`src/rtl/aes_stream_pkg.sv`:
```
// Shared definitions for the AES stream adapter: FSM encoding, block width
// and the beat-count helper used to size the word counters.
package aes_stream_pkg;

    localparam int BLOCK_W = 128;

    typedef enum logic [2:0] {
        S_IDLE  = 3'd0,
        S_KEY   = 3'd1,
        S_DATA  = 3'd2,
        S_START = 3'd3,
        S_WAIT  = 3'd4,
        S_OUT   = 3'd5
    } state_t;

    function automatic int beats(input int width, input int bus);
        return width / bus;
    endfunction

endpackage

```
`src/rtl/aes_word_shifter.sv`:
```
// MSB-first word shift register: parallel load, shift-in at the bottom, and
// the top word exposed for shift-out. Shared by key, block and result paths.
module aes_word_shifter #(
    parameter int WIDTH = 128,
    parameter int BUS_W = 8
) (
    input  logic             clk,
    input  logic             rst,
    input  logic             load,
    input  logic [WIDTH-1:0] load_val,
    input  logic             shift,
    input  logic [BUS_W-1:0] din,
    output logic [WIDTH-1:0] q,
    output logic [WIDTH-1:0] shifted,
    output logic [BUS_W-1:0] top
);

    // shifted is the value after this beat, so callers can capture a
    // completed word in the same edge that accepts its last beat
    generate
        if (WIDTH == BUS_W) begin : g_single
            assign shifted = din;
        end else begin : g_multi
            assign shifted = {q[WIDTH-BUS_W-1:0], din};
        end
    endgenerate

    assign top = q[WIDTH-1 -: BUS_W];

    always_ff @(posedge clk or negedge rst) begin
        if (!rst)       q <= '0;
        else if (load)  q <= load_val;
        else if (shift) q <= shifted;
    end

endmodule

```
`src/rtl/aes_stream_adapter.sv`:
```
// Streams key and plaintext words into a block-parallel AES core and streams
// the 128-bit result back out, with valid/ready on every channel.
module aes_stream_adapter
    import aes_stream_pkg::*;
#(
    parameter int BUS_W = 8,
    parameter int KEY_W = 128,
    parameter int CNT_W = 16
) (
    input  logic               clk,
    input  logic               rst,
    input  logic [BUS_W-1:0]   key_in,
    input  logic               key_valid,
    output logic               key_ready,
    input  logic [BUS_W-1:0]   data_in,
    input  logic               data_valid,
    output logic               data_ready,
    output logic [BUS_W-1:0]   out_data,
    output logic               out_valid,
    input  logic               out_ready,
    output logic [KEY_W-1:0]   core_key,
    output logic [BLOCK_W-1:0] core_block,
    output logic               core_start,
    input  logic               core_done,
    input  logic [BLOCK_W-1:0] core_result,
    output logic               key_loaded,
    output logic               busy,
    output logic [CNT_W-1:0]   blk_count
);

    localparam int KEY_BEATS = beats(KEY_W, BUS_W);
    localparam int BLK_BEATS = beats(BLOCK_W, BUS_W);
    localparam int MAX_BEATS = (KEY_BEATS > BLK_BEATS) ? KEY_BEATS : BLK_BEATS;
    localparam int CW        = $clog2(MAX_BEATS + 1);
    localparam logic [CW-1:0] KEY_LAST = CW'(KEY_BEATS - 1);
    localparam logic [CW-1:0] BLK_LAST = CW'(BLK_BEATS - 1);

    state_t        state, state_nxt;
    logic [CW-1:0] cnt, cnt_nxt;
    logic          key_done, blk_done, out_done, res_load;
    logic          key_fire, data_fire, out_fire;

    logic [KEY_W-1:0]   key_q, key_shifted;
    logic [BUS_W-1:0]   key_top;
    logic [BLOCK_W-1:0] data_q, data_shifted;
    logic [BUS_W-1:0]   data_top;
    logic [BLOCK_W-1:0] out_q, out_shifted;

    assign key_fire  = key_valid && key_ready;
    assign data_fire = data_valid && data_ready;
    assign out_fire  = out_valid && out_ready;
    assign busy      = (state != S_IDLE);

    always_comb begin
        state_nxt  = state;
        cnt_nxt    = cnt;
        key_ready  = 1'b0;
        data_ready = 1'b0;
        out_valid  = 1'b0;
        core_start = 1'b0;
        key_done   = 1'b0;
        blk_done   = 1'b0;
        out_done   = 1'b0;
        res_load   = 1'b0;
        case (state)
            S_IDLE: begin
                // key wins over data so a reload is never starved by traffic
                key_ready  = 1'b1;
                data_ready = key_loaded && !key_valid;
                if (key_valid) begin
                    if (KEY_LAST == '0) begin
                        key_done = 1'b1;
                    end else begin
                        state_nxt = S_KEY;
                        cnt_nxt   = CW'(1);
                    end
                end else if (data_valid && key_loaded) begin
                    if (BLK_LAST == '0) begin
                        blk_done  = 1'b1;
                        state_nxt = S_START;
                    end else begin
                        state_nxt = S_DATA;
                        cnt_nxt   = CW'(1);
                    end
                end
            end
            S_KEY: begin
                key_ready = 1'b1;
                if (key_valid) begin
                    if (cnt == KEY_LAST) begin
                        key_done  = 1'b1;
                        state_nxt = S_IDLE;
                        cnt_nxt   = '0;
                    end else begin
                        cnt_nxt = cnt + 1'b1;
                    end
                end
            end
            S_DATA: begin
                data_ready = 1'b1;
                if (data_valid) begin
                    if (cnt == BLK_LAST) begin
                        blk_done  = 1'b1;
                        state_nxt = S_START;
                        cnt_nxt   = '0;
                    end else begin
                        cnt_nxt = cnt + 1'b1;
                    end
                end
            end
            S_START: begin
                core_start = 1'b1;
                state_nxt  = S_WAIT;
            end
            S_WAIT: begin
                if (core_done) begin
                    res_load  = 1'b1;
                    state_nxt = S_OUT;
                end
            end
            S_OUT: begin
                out_valid = 1'b1;
                if (out_ready) begin
                    if (cnt == BLK_LAST) begin
                        out_done  = 1'b1;
                        state_nxt = S_IDLE;
                        cnt_nxt   = '0;
                    end else begin
                        cnt_nxt = cnt + 1'b1;
                    end
                end
            end
            default: state_nxt = S_IDLE;
        endcase
    end

    always_ff @(posedge clk or negedge rst) begin
        if (!rst) begin
            state      <= S_IDLE;
            cnt        <= '0;
            core_key   <= '0;
            key_loaded <= 1'b0;
            core_block <= '0;
            blk_count  <= '0;
        end else begin
            state <= state_nxt;
            cnt   <= cnt_nxt;
            // core_key is the shadow: only a complete staged key reaches it
            if (key_done) begin
                core_key   <= key_shifted;
                key_loaded <= 1'b1;
            end
            if (blk_done) core_block <= data_shifted;
            if (out_done) blk_count <= blk_count + 1'b1;
        end
    end

    aes_word_shifter #(.WIDTH(KEY_W), .BUS_W(BUS_W)) u_key_stage (
        .clk(clk), .rst(rst), .load(1'b0), .load_val('0),
        .shift(key_fire), .din(key_in),
        .q(key_q), .shifted(key_shifted), .top(key_top)
    );

    aes_word_shifter #(.WIDTH(BLOCK_W), .BUS_W(BUS_W)) u_blk_stage (
        .clk(clk), .rst(rst), .load(1'b0), .load_val('0),
        .shift(data_fire), .din(data_in),
        .q(data_q), .shifted(data_shifted), .top(data_top)
    );

    aes_word_shifter #(.WIDTH(BLOCK_W), .BUS_W(BUS_W)) u_out_stage (
        .clk(clk), .rst(rst), .load(res_load), .load_val(core_result),
        .shift(out_fire), .din('0),
        .q(out_q), .shifted(out_shifted), .top(out_data)
    );

    logic unused_ok;
    assign unused_ok = ^{key_q, key_top, data_q, data_top, out_q, out_shifted};

endmodule

```
`config.mk`:
```
export PLATFORM = sky130hd
export DESIGN_NAME = aes_stream_adapter
export DESIGN_NICKNAME = d
export VERILOG_FILES = /design/src/rtl/aes_stream_pkg.sv /design/src/rtl/aes_word_shifter.sv /design/src/rtl/aes_stream_adapter.sv
export SDC_FILE = /design/constraint.sdc
export NUM_CORES = 1
export LEC_CHECK = 0
export BUFFER_PORTS_ARGS = -buffer_cell sky130_fd_sc_hd__buf_4
export CORE_UTILIZATION = 45
export CTS_CLUSTER_DIAMETER = 80
export DETAILED_ROUTE_END_ITERATION = 10
export PLACE_DENSITY = 0.71
export SLEW_MARGIN = 25
export SYNTH_ARGS = -nofsm -noshare
export SYNTH_HDL_FRONTEND = slang
export SYNTH_SLANG_ARGS = --single-unit
```
`constraint.sdc`:
```
create_clock -name clk -period 2.38 [get_ports clk]
set_clock_uncertainty 0.05 [all_clocks]
set_input_delay 0.476 -clock clk [delete_from_list [all_inputs] [get_ports clk]]
set_output_delay 0.476 -clock clk [all_outputs]
set_load 0.005 [all_outputs]
```
# After elaboration in Yosys (flattened, before gate mapping)

Cells that the tools add are included.

Bits in registers: 649

Reductions and logical operators: 13
Equality and inequality tests: 12
Add/subtract/negate cells: 2
Mux-type cells: 31

Operators with widths:

| cell                  | number |
|---|---|
| $mux 128              | 2 |
| $mux 5                | 6 |
| $mux 3                | 8 |
| $pmux 5 s4            | 1 |
| $pmux 3 s6            | 1 |
| $add 16x1->16 const B | 1 |
| $mux 1                | 12 |
| $ne 2x2->1 const B    | 5 |
| $eq 3x2->1 const B    | 2 |
| $eq 3x3->1 const B    | 2 |
| $reduce_and 6->1      | 1 |
| $add 5x1->5 const B   | 1 |
| $eq 5x4->1 const B    | 1 |
| $logic_and 1x1->1     | 5 |
| $reduce_and 5->1      | 1 |
| $reduce_bool 4->1     | 1 |
| $eq 3x1->1 const B    | 1 |
| $logic_not 3->1       | 1 |
| $ne 3x3->1 const B    | 1 |
| $reduce_bool 3->1     | 1 |
| $pmux 1 s2            | 1 |
| $reduce_bool 2->1     | 1 |
| $reduce_or 2->1       | 1 |
| $logic_not 1->1       | 1 |

# Depth between registers and ports, before layout

Gate-level depths: netlist of run 1.

Depth in word-level cells: 5
Gate-level depth with buffers: 7

# By module

From an unflattened synthesis of run 1, not the netlist that was laid out.

Cell total of the unflattened synthesis: 2751
Area, all modules: 32014.5 um^2

By module, submodules not included:

| module             | times used | cells an instance | area each (um^2) |
|---|---|---|---|
| aes_word_shifter   | 3          | 690               | 7021.7 |
| aes_stream_adapter | 1          | 681               | 10949.3 |

# Worst setup path before layout of run 1

Ideal clock, no wire load.

Path kind: flip-flop to flip-flop
Start point: reg cnt[0]
End point: reg core_key[0]
Path slack: 0.372 ns
Required time: 2.205 ns
Clock period less this slack: 2.008 ns
Library setup time: 0.125 ns
Buffers on the path: 3
Cell stages (with the launch flop): 8
Data arrival time: 1.833 ns
Path through: dfrtp_1 -> ha_1 -> and4b_1 -> buf_2 -> nand3_1 -> clkbuf_1 -> buf_2 -> mux2_2

Word-level cells in the longest chain between the ends: 4

Ends and longest elaborated chain:

| element                  | line                      | RTL |
|---|---|---|
| start: declaration       | aes_stream_adapter.sv:39  | `logic [CW-1:0] cnt, cnt_nxt;` |
| start signal: assignment | aes_stream_adapter.sv:147 | `cnt <= cnt_nxt;` |
| $eq 5x4->1               | aes_stream_adapter.sv:90  | `if (cnt == KEY_LAST) begin` |
| $mux 1                   | aes_stream_adapter.sv:90  |  |
| $mux 1                   | aes_stream_adapter.sv:89  | `if (key_valid) begin` |
| $mux 1                   | aes_stream_adapter.sv:65  | `case (state)` |
| end signal: assignment   | aes_stream_adapter.sv:150 | `core_key <= key_shifted;` |
| end: declaration         | aes_stream_adapter.sv:21  | `output logic [KEY_W-1:0] core_key,` |

No other way between the ends.
A chain may end at the register's enable or synchronous reset.

# Worst setup path after layout of run 1

Start point: reg state[0]
End point: out data_ready

Word-level cells in the longest chain between the ends: 2

Ends and longest elaborated chain:

| element                                       | line                      | RTL |
|---|---|---|
| start: declaration                            | aes_stream_adapter.sv:38  | `state_t state, state_nxt;` |
| start signal: assignment                      | aes_stream_adapter.sv:146 | `state <= state_nxt;` |
| $eq 3x2->1 or $logic_not 3->1 (tied branches) | aes_stream_adapter.sv:65  |  |
| $pmux 1 s2 *                                  | aes_stream_adapter.sv:65  |  |
| end: declaration                              | aes_stream_adapter.sv:17  | `output logic data_ready,` |

Mark *: on every way between the ends. The rest lies on a longest branch, timed or not.

==> impl_metrics.py, run 1 <==
metrics = {
    "floorplan": {
        "die_x_microns": 240,
        "die_area_sq_mm": 0.0575,
        "die_h_microns": 240,
        "ioPinCount": 436,
        "row_count": 86,
        "start_util_pct": 45.8,
        "core_sq_mm": 0.0555,
    },
    "cts": {
        "path_clk_slew_ns": 0.06,
        "clk_path_buf_depth": 3,
        "cts_sinks": 649,
        "clock_latency_ns": 0.59,
        "cts-root-buf": "clkbuf_16",
        "htreeDepth": 3,
        "cts_buffers": 69,
        "cts_tree": "built",
    },
    "status": {
        "outcome": "finished, final reports clean",
    },
    "global_routing": {
        "grt_pass1_wl_microns": 93000,
        "grt_use_met3_pct": 6.04,
        "use_met1_pct": 27.4,
        "grt.met2_usage_pct": 33.4,
        "busiest_layer": "met2",
        "grt.total_usage_pct": 21.0,
        "grt_pass1_vias": 16232,
        "grt_overflow": 0,
        "antenna_found_initial": 1,
        "grt_max_degree": 77,
    },
    "sta": {
        "rsz0062_at_grt": "no",
        "fmax_mhz": 436,
        "slew_headroom_pct": 61.7,
        "drv_slew": 0,
        "final-hold-violation-count": 0,
        "period_minus_slack_ns": 2.29,
        "setup_tns_ns": 0,
        "worstMarginPinSlew_ns": 0.574,
        "setup_viol": 0,
        "fin_crit_sh_pct": 96.3,
    },
    "place": {
        "placed_cells": 2878,
        "port_buffers": 435,
        "place.gp.congestion": 0.854,
        "dp_hpwl_microns": 42200,
        "place_area_sq_mm": 0.0301,
    },
    "setup_path": {
        "crit_family": "flip-flops",
        "critical_path_class": "reg2out",
        "arrival_ns": 1.77,
        "critPathMaxFanout": 13,
        "reg2reg_setup_slack_ns": 0.20,
        "cpMaxStageDelayCell": "dfrtp_1",
        "slowest_delay_ns": 0.52,
        "startpoint_type": "flop",
        "endpoint_kind": "output port",
        "cp_num_buf_inv": 1,
        "cp_cell_sequence": "nor2_1, o21a_1, buf_4",
        "critical_path_required_ns": 1.85,
    },
    "drt": {
        "wl_per_cell_microns": 19.8,
        "vias": 15497,
        "drt_wl_total_microns": 59400,
        "drt_iter0_markers": 800,
        "drc": 0,
        "antenna_left": 0,
        "drt_pass1_iterations": 6,
        "routed_via_density": 5.16,
    },
    "yosys": {
        "avgSynthCellArea_sq_um": 14.7,
        "syn_inst": 1733,
        "syn_nets": 1885,
        "yosysWarnings": 0,
        "synth_edf_count": 0,
        "synth_seq_area_share_pct": 63.8,
        "ys_ff_latch": 649,
        "async_flop_share_pct": 100,
        "yosysTopAreaCell": "dfrtp_1",
        "syn_area_sq_mm": 0.0254,
        "ys_types": 42,
        "yosys.area.top_type_share_pct": 63.8,
        "yosys_most_used_dff": "dfrtp_1",
        "yosys-top-cells-area": "dfrtp_1 64%, mux2_2 22%, mux2i_1 4.7%, o21ai_0 2.4%, nand2_1 2.0%",
    },
    "flow_run": {
        "drv_cap": 0,
    },
    "power": {
        "powerDensity_mw_per_mm2": 983,
        "peakVddDrop_mv": 0.646,
        "finalPower_w": 0.0320,
        "power.leakage_nw": 16.1,
    },
    "final_layout": {
        "fin_nets": 2355,
        "area_delta_synth_final_pct": 28.0,
        "finalCoreUtilization_pct": 58.6,
        "final_cell_area_sq_mm": 0.0326,
        "layout.cells.non_filler": 3005,
        "drive_gt1_share_pct": 50.0,
    },
    "worst_hold_path": {
        "hp-class": "in2reg",
    },
}
layout make-up:
class	instances	area [sq um]
fill	4437	23000
sequential	649	16200
multi-input combinational	971	8660
timing repair buffer	508	4290
clock buffer	99	2100
tap	748	936
clock inverter	25	319
inverter	4	15.0
antenna	1	2.50
state kept, by name, indices dropped and copies added, names as in the netlist:
| name | count |
|---|---|
| state | 3 |
| u_key_stage.q | 120 |
| core_key | 128 |
| key_loaded | 1 |
| u_out_stage.q | 128 |
| blk_count | 16 |
| cnt | 5 |
| u_blk_stage.q | 120 |
| core_block | 128 |
layout by cell type (no fill, tap or decap), types with 3 or more instances in the layout:
cell          n
xnor2_1      12
clkinv_2     12
o211ai_1      3
bufinv_16     6
nand2b_1      3
a21oi_1       3
mux2_2      498
buf_4       468
xor2_1        3
nand3_1       5
clkinvlp_4    3
nor2_1       14
a22oi_1       3
nor2b_1       4
o21ai_0     122
clkbuf_8     15
buf_12       37
dfrtp_1     647
a22o_1        9
o21a_1        3
mux2i_1     119
and4_1        3
nand2_1     132
inv_1         4
nand4_1       5
clkbuf_16    74
clkbuf_1     10
final timing paths:
| kind | startpoint | to | depth (start not counted) |
|---|---|---|---|
| setup / recovery | state[0]$_DFFE_PN0P_ | data_ready | 3 |
| hold / removal | core_result[64] | u_out_stage.q[64]$_DFFE_PN0P_ | 3 |
| setup reg to reg | cnt[0]$_DFFE_PN0P_ | core_key[32]$_DFFE_PN0P_ | 6 |
| hold reg to reg | blk_count[15]$_DFFE_PN0P_ | blk_count[15]$_DFFE_PN0P_ | 1 |
| max in group asynchronous | rst | u_blk_stage.q[41]$_DFFE_PN0P_ | 4 |
| min in group asynchronous | rst | u_out_stage.q[125]$_DFFE_PN0P_ | 2 |
power by group:
group | leakage, nW | total [W] | switching [W] | internal (W)
clock network | 1.19 | 0.0112 | 0.00437 | 0.00681
registers | 8.65 | 0.0153 | 0.00189 | 0.0135
logic | 6.27 | 0.00546 | 0.00236 | 0.00310
cells by family (layout without fill, tap and decap cells):
group,after synthesis,after routing,synth area share (%)
AO/OA/AOI/OAI,152,152,3.33
XOR/XNOR,15,15,0.516
adder cells (fa/ha/maj),2,2,0.0984
buffers and inverters,113,636,2.26
flip-flops,649,649,63.8
multiplexers,617,617,26.7
other,0,1,0
AND/OR/NAND/NOR,185,185,3.22
metal layers:
metal / part of all wire, % / vias up
met5: 0 / -
met4: 2.8 / 0
met3: 6.6 / 94
met2: 48 / 369
met1: 43 / 7974
li1: - / 7060
cell usage after synthesis, types with 6 or more instances:
cell type,instances
a22o_1,9
buf_1,10
buf_2,58
buf_4,21
clkbuf_1,20
dfrtp_1,649
mux2_2,498
mux2i_1,119
nand2_1,133
nand3_1,6
nor2_1,14
o21ai_0,122
xnor2_1,12
what timing repair did:
item,4_1_cts,5_1_grt
pin swaps,0,0
hold buffers,2,0
resized for setup,1,1
cloned,0,0
setup endpoints to repair,1,1
endpoints found under the hold margin,40,0
buffers inserted,0,0
stage by stage:
stage | setup WS [ns] | hold slack, ns
2_1_floorplan | 0.372 | 0.130
3_3_place_gp | 0.258 | 0.415
3_5_place_dp | 0.214 | 0.426
4_1_cts | 0.00474 | 0.00248
5_1_grt | 0.00558 | 0.0220
6_report | 0.0871 | 0.0468
worst register-to-register path, stage by stage, from the launching register on:
cell and delay, ns:
dfrtp_1 0.40, ha_1 0.23, and4b_1 0.23, buf_4 0.18, nand3_4 0.25, buf_12 0.31
mux2_2 0.42
No activity file was read; power rests on OpenSTA's default activity.
==> run 2, diff against run 1 <==
CORE_UTILIZATION = 53   (was 45)
HOLD_SLACK_MARGIN = 0.05   (was default)
PLACE_DENSITY = 0.81   (was 0.71)
==> run 2 against run 1 <==
Critical path depth is 1 lower. Cell count shrank 1.7%. First-iteration DRC count up 16%. Flip-flop and latch count stayed put. Die area decreased by 15%. Core utilization rose by 12 points. Routed wire length increased by 7.0%. Via count up 5.3%. Maximum frequency is 2.5% higher. Global-route usage rose by 5.4 points.
==> impl_metrics.py, run 2 (synthesis results as in run 1) <==
metrics = {
    "floorplan": {
        "die_h_microns": 221,
        "row_count": 79,
        "die_x_microns": 221,
        "die_area_sq_mm": 0.0489,
        "core_sq_mm": 0.0470,
        "start_util_pct": 54.2,
        "ioPinCount": 436,
    },
    "cts": {
        "cts-root-buf": "clkbuf_16",
        "cts_buffers": 67,
        "path_clk_slew_ns": 0.06,
        "cts_tree": "built",
        "clk_path_buf_depth": 3,
        "cts_sinks": 649,
        "clock_latency_ns": 0.60,
        "htreeDepth": 3,
    },
    "setup_path": {
        "crit-reg2reg-launch": "cnt[0]$_DFFE_PN0P_",
        "r2r-end": "core_block[58]$_DFFE_PN0P_",
        "critical_path_required_ns": 1.85,
        "critPathMaxFanout": 15,
        "critical_path_class": "reg2out",
        "startpoint_type": "flop",
        "arrival_ns": 1.71,
        "endpoint_kind": "output port",
        "reg2reg_setup_slack_ns": 0.24,
        "r2r_cells": 5,
    },
    "worst_hold_path": {
        "hold_path_depth": 3,
        "holdPathEnd": "u_out_stage.q[13]$_DFFE_PN0P_",
        "hp-class": "in2reg",
        "min_from": "core_result[13]",
    },
    "sta": {
        "period_minus_slack_ns": 2.24,
        "rsz0062_at_grt": "no",
        "fmax_mhz": 447,
        "final-hold-violation-count": 0,
        "worstMarginPinSlew_ns": 0.546,
        "drv_slew": 0,
        "setup_tns_ns": 0,
        "fin_crit_sh_pct": 94.0,
        "slew_headroom_pct": 63.6,
        "setup_viol": 0,
    },
    "drt": {
        "routed_via_density": 5.52,
        "drt_pass1_iterations": 5,
        "drt_wl_total_microns": 63600,
        "vias": 16325,
        "wl_per_cell_microns": 21.5,
        "drt_iter0_markers": 928,
        "antenna_left": 0,
        "drc": 0,
    },
    "final_layout": {
        "fin_nets": 2451,
        "area_delta_synth_final_pct": 30.0,
        "reg.largest.list": "core_block x128, core_key x128, u_out_stage.q x128",
        "drive_gt1_share_pct": 46.7,
        "final_cell_mix": "648 x dfrtp_1, 498 x mux2_2, 458 x buf_4",
        "mostFrequentLayoutCell": "dfrtp_1",
    },
    "power": {
        "power.leakage_nw": 16.3,
        "peakVddDrop_mv": 0.676,
        "finalPower_w": 0.0314,
        "powerDensity_mw_per_mm2": 950,
    },
    "flow_run": {
        "drv_cap": 0,
    },
    "global_routing": {
        "grt_max_degree": 102,
        "grt_overflow": 0,
        "antenna_found_initial": 3,
        "grt_pass1_wl_microns": 101000,
        "grt.total_usage_pct": 26.4,
        "grt_pass1_vias": 17740,
    },
    "place": {
        "port_buffers": 435,
        "dp_hpwl_microns": 41400,
        "place.gp.congestion": 0.826,
    },
    "status": {
        "outcome": "finished, final reports clean",
    },
}
-- run 2: cell count changes in the layout (fill, tap and decap cells not counted), moves of 2 or more --
cell / previous run / this run
clkinv_2: 12 / 6
buf_12: 37 / 29
clkbuf_8: 15 / 13
diode_2: 1 / 3
bufinv_16: 6 / 2
buf_4: 468 / 458
clkbuf_16: 74 / 70
dlygate4sd3_1: 2 / 118
clkbuf_1: 10 / 16
-- run 2: what timing repair did --
action	in CTS	in global routing
buffers inserted	0	0
resized for setup	0	1
hold buffers	118	0
setup endpoints to repair	0	1
hold endpoints to repair	154	0
-- run 2: metal layers --
layer	vias up	track usage (%)	share of wire (%)
met1	8371	33.0	41
met3	201	6.52	5.6
met2	523	43.0	49
met5	-	0	0
li1	7230	-	-
met4	0	13.3	5.0
-- run 2: through the flow --
stage          cells  hold WS (ns)  utilization [%]  area [sq um]  setup WS [ns]
2_1_floorplan   1733         0.130                -         25400          0.372
4_1_cts         2952        0.0502             70.4         33100         0.0888
3_5_place_dp    2719         0.423             63.3         29700          0.258
5_1_grt         2955        0.0556             70.4         33100         0.0464
3_3_place_gp    2719         0.414             63.3         29700          0.295
6_report        2955        0.0869             70.4         33100          0.143
-- run 2: layout make-up --
class / instances / area (sq um)
diodes: 3 / 7.51
clock buffers: 99 / 1990
clock inverters: 16 / 175
fillers: 2931 / 13900
inverters: 4 / 15.0
multi-input cells: 971 / 8660
flip-flops and latches: 649 / 16200
well taps: 607 / 759
repair buffers: 606 / 5220
-- run 2: critical path, cell delays in order, from the launching register on --
cell and delay [ns]:
dfrtp_1 0.54, or3_1 0.43, buf_4 0.16
-- run 2: worst max-delay path by stage --
stage	from	endpoint	slack (ns)
final	state[2]$_DFFE_PN0P_	busy	0.14
after floorplan	cnt[0]$_DFFE_PN0P_	core_key[0]$_DFFE_PN0P_	0.37
after detailed placement	state[1]$_DFFE_PN0P_	u_key_stage.q[49]$_DFFE_PN0P_	0.26
after global routing	state[2]$_DFFE_PN0P_	busy	0.05
after global placement	cnt[0]$_DFFE_PN0P_	core_key[63]$_DFFE_PN0P_	0.29
after CTS	state[1]$_DFFE_PN0P_	core_start	0.09
-- run 2: where the power goes --
group / switching [W] / internal (W)
logic: 0.00253 / 0.00313
clock network: 0.00427 / 0.00603
registers: 0.00199 / 0.0135
==> run 3, diff against run 2 <==
--- a/config.mk
+++ b/config.mk
@@ -8,3 +8,4 @@
 export BUFFER_PORTS_ARGS = -buffer_cell sky130_fd_sc_hd__buf_4
-export CORE_UTILIZATION = 53
+export CAP_MARGIN = 20
+export CORE_UTILIZATION = 30
 export CTS_CLUSTER_DIAMETER = 80
@@ -12,3 +13,3 @@
 export HOLD_SLACK_MARGIN = 0.05
-export PLACE_DENSITY = 0.81
+export PLACE_DENSITY = 0.53
 export SLEW_MARGIN = 25
--- a/constraint.sdc
+++ b/constraint.sdc
@@ -4,2 +4,2 @@
 set_output_delay 0.476 -clock clk [all_outputs]
-set_load 0.005 [all_outputs]
+set_load 0.05 [all_outputs]
==> run 3 against run 2 <==
Non-clock buffer count grew 53. Cell count grew 20%. Design area grew 4.3%. Critical path depth grew 1. Combinational power grew 8.3%. Core utilization shrank 29 points. Die area grew 76%. Clock power grew 12%. Routed wire length grew 6.4%. Maximum frequency shrank 1.9%. Critical path type unchanged. Largest power group unchanged. Highest routed layer is now met5.
==> impl_metrics.py, run 3 (synthesis results as in run 1) <==
metrics = {
    "sta": {
        "drv_slew": 0,
        "setup_viol": 0,
        "fin_crit_sh_pct": 95.8,
        "whs_ns": 0.0836,
        "rsz0062_at_grt": "no",
        "final-hold-violation-count": 0,
        "slew_headroom_pct": 65.7,
        "period_minus_slack_ns": 2.28,
        "worstMarginPinSlew_ns": 0.514,
        "fin_ws_ns": 0.101,
        "setup_tns_ns": 0,
        "fmax_mhz": 439,
    },
    "drt": {
        "routed_via_density": 4.53,
        "drt_pass1_iterations": 4,
        "vias": 16119,
        "drc": 0,
        "wl_per_cell_microns": 19.0,
        "drt_iter0_markers": 649,
        "antenna_left": 0,
        "drt_wl_total_microns": 67600,
    },
    "cts": {
        "cts_sinks": 649,
        "htreeDepth": 3,
        "cts-root-buf": "clkbuf_16",
        "cts_tree": "built",
        "cts_buffers": 75,
        "clock_latency_ns": 0.61,
        "clk_path_buf_depth": 3,
        "path_clk_slew_ns": 0.05,
    },
    "floorplan": {
        "ioPinCount": 436,
        "die_area_sq_mm": 0.0860,
        "row_count": 106,
        "die_h_microns": 293,
        "core_sq_mm": 0.0838,
        "start_util_pct": 30.3,
        "die_x_microns": 293,
    },
    "global_routing": {
        "grt.total_usage_pct": 15.9,
        "grt_pass1_wl_microns": 106000,
        "antenna_found_initial": 3,
        "grt_pass1_vias": 17523,
        "grt_overflow": 0,
        "grt_max_degree": 78,
    },
    "final_layout": {
        "mostFrequentLayoutCell": "dfrtp_1",
        "layout.cells.non_filler": 3557,
        "fin_nets": 2512,
        "reg.largest.list": "core_block x128, core_key x128, u_out_stage.q x128",
        "final_cell_mix": "648 x dfrtp_1, 498 x mux2_2, 490 x buf_4",
        "area_delta_synth_final_pct": 35.5,
        "drive_gt1_share_pct": 47.3,
    },
    "setup_path": {
        "slowest_delay_ns": 0.44,
        "cpMaxStageDelayCell": "dfrtp_1",
        "cp_cell_sequence": "buf_4, or3_1, buf_4",
        "arrival_ns": 1.75,
        "cp_num_buf_inv": 2,
        "crit_top_cell": "buf_4",
        "critical_path_required_ns": 1.85,
        "endpoint_kind": "output port",
        "critPathMaxFanout": 6,
        "crit_family": "flip-flops",
        "startpoint_type": "flop",
        "critical_path_class": "reg2out",
    },
    "worst_hold_path": {
        "hp-class": "in2reg",
    },
    "power": {
        "pwr-share-seq_pct": 46.4,
        "powerDensity_mw_per_mm2": 956,
        "clkPwrFrac_pct": 34.9,
        "switching_power_w": 0.00936,
        "power.internal_w": 0.0236,
        "swShare_pct": 28.4,
        "power.leakage_nw": 16.7,
        "comb_power_share_pct": 18.6,
        "peakVddDrop_mv": 0.554,
    },
    "status": {
        "outcome": "finished, final reports clean",
    },
    "place": {
        "dp_hpwl_microns": 47700,
        "port_buffers": 435,
        "placed_cells": 3272,
        "post-place-ws_ns": 0.101,
        "place.gp.congestion": 0.843,
    },
    "flow_run": {
        "drv_cap": 0,
    },
}
==> run 3: cell types whose count changed in the layout (fill, tap and decap cells not counted), moves of 3 or more <==
| cell | before | now |
|---|---|---|
| buf_12 | 29 | 26 |
| buf_4 | 458 | 490 |
| clkbuf_16 | 70 | 77 |
| clkinv_2 | 6 | 11 |
| dlygate4sd3_1 | 118 | 141 |
| inv_6 | 2 | 5 |
==> run 3: final cells by class <==
| cell class | instances | area (sq um) |
|---|---|---|
| clock inverter | 29 | 310 |
| fill | 7757 | 49300 |
| antenna | 2 | 5.00 |
| inverter | 4 | 15.0 |
| sequential | 649 | 16200 |
| clock buffer | 109 | 2190 |
| timing repair buffer | 659 | 5640 |
| tap | 1134 | 1420 |
| multi-input combinational | 971 | 8660 |
==> run 3: repair_timing <==
item                                   CTS  global route
pin swaps                                0             0
setup buffers                            1             3
resized for setup                        2             0
endpoints found under the hold margin  173             0
hold buffers                           141             0
setup endpoints to repair                2             1
==> run 3: worst min-delay path: stages <==
cell and delay, ns:
buf_4 0.09, nand2_1 0.04, o21ai_0 0.08
==> run 3: final timing paths <==
kind / cells after the start / from / slack [ns] / endpoint
worst max-delay path: 3 / state[1]$_DFFE_PN0P_ / 0.10 / busy
worst min-delay path: 3 / core_result[25] / 0.08 / u_out_stage.q[25]$_DFFE_PN0P_
worst max register to register: 5 / cnt[0]$_DFFE_PN0P_ / 0.14 / core_block[80]$_DFFE_PN0P_
worst min register to register: 1 / u_key_stage.q[117]$_DFFE_PN0P_ / 0.44 / core_key[125]$_DFFE_PN0P_
max in group asynchronous: 3 / rst / 1.03 / u_key_stage.q[36]$_DFFE_PN0P_
min in group asynchronous: 2 / rst / 0.35 / blk_count[15]$_DFFE_PN0P_
==> run 3: metal layers <==
layer | vias up | routed length [microns] | track usage (%)
met2 | 380 | 32100 | 25.3
met3 | 144 | 4200 | 4.29
met1 | 8221 | 28400 | 19.8
li1 | 7372 | - | -
met4 | 2 | 2880 | 7.77
met5 | - | 13 | 0
==> run 3: metrics by stage <==
step | power (W) | cell area [sq um] | utilization [%]
2_1_floorplan | 0.0190 | 25400 | -
3_3_place_gp | 0.0212 | 30500 | 36.4
3_5_place_dp | 0.0215 | 30500 | 36.4
4_1_cts | 0.0334 | 34400 | 41.1
5_1_grt | 0.0348 | 34500 | 41.1
6_report | 0.0330 | 34500 | 41.1
==> run 3: power groups by stage <==
| stage | Sequential, W | Clock, W | Combinational (W) |
|---|---|---|---|
| after floorplan | 0.0147 | 0 | 0.00436 |
| after global placement | 0.0155 | 0 | 0.00575 |
| after detailed placement | 0.0156 | 0 | 0.00591 |
| after CTS | 0.0154 | 0.0119 | 0.00616 |
| after global routing | 0.0157 | 0.0124 | 0.00678 |
| final | 0.0153 | 0.0115 | 0.00613 |
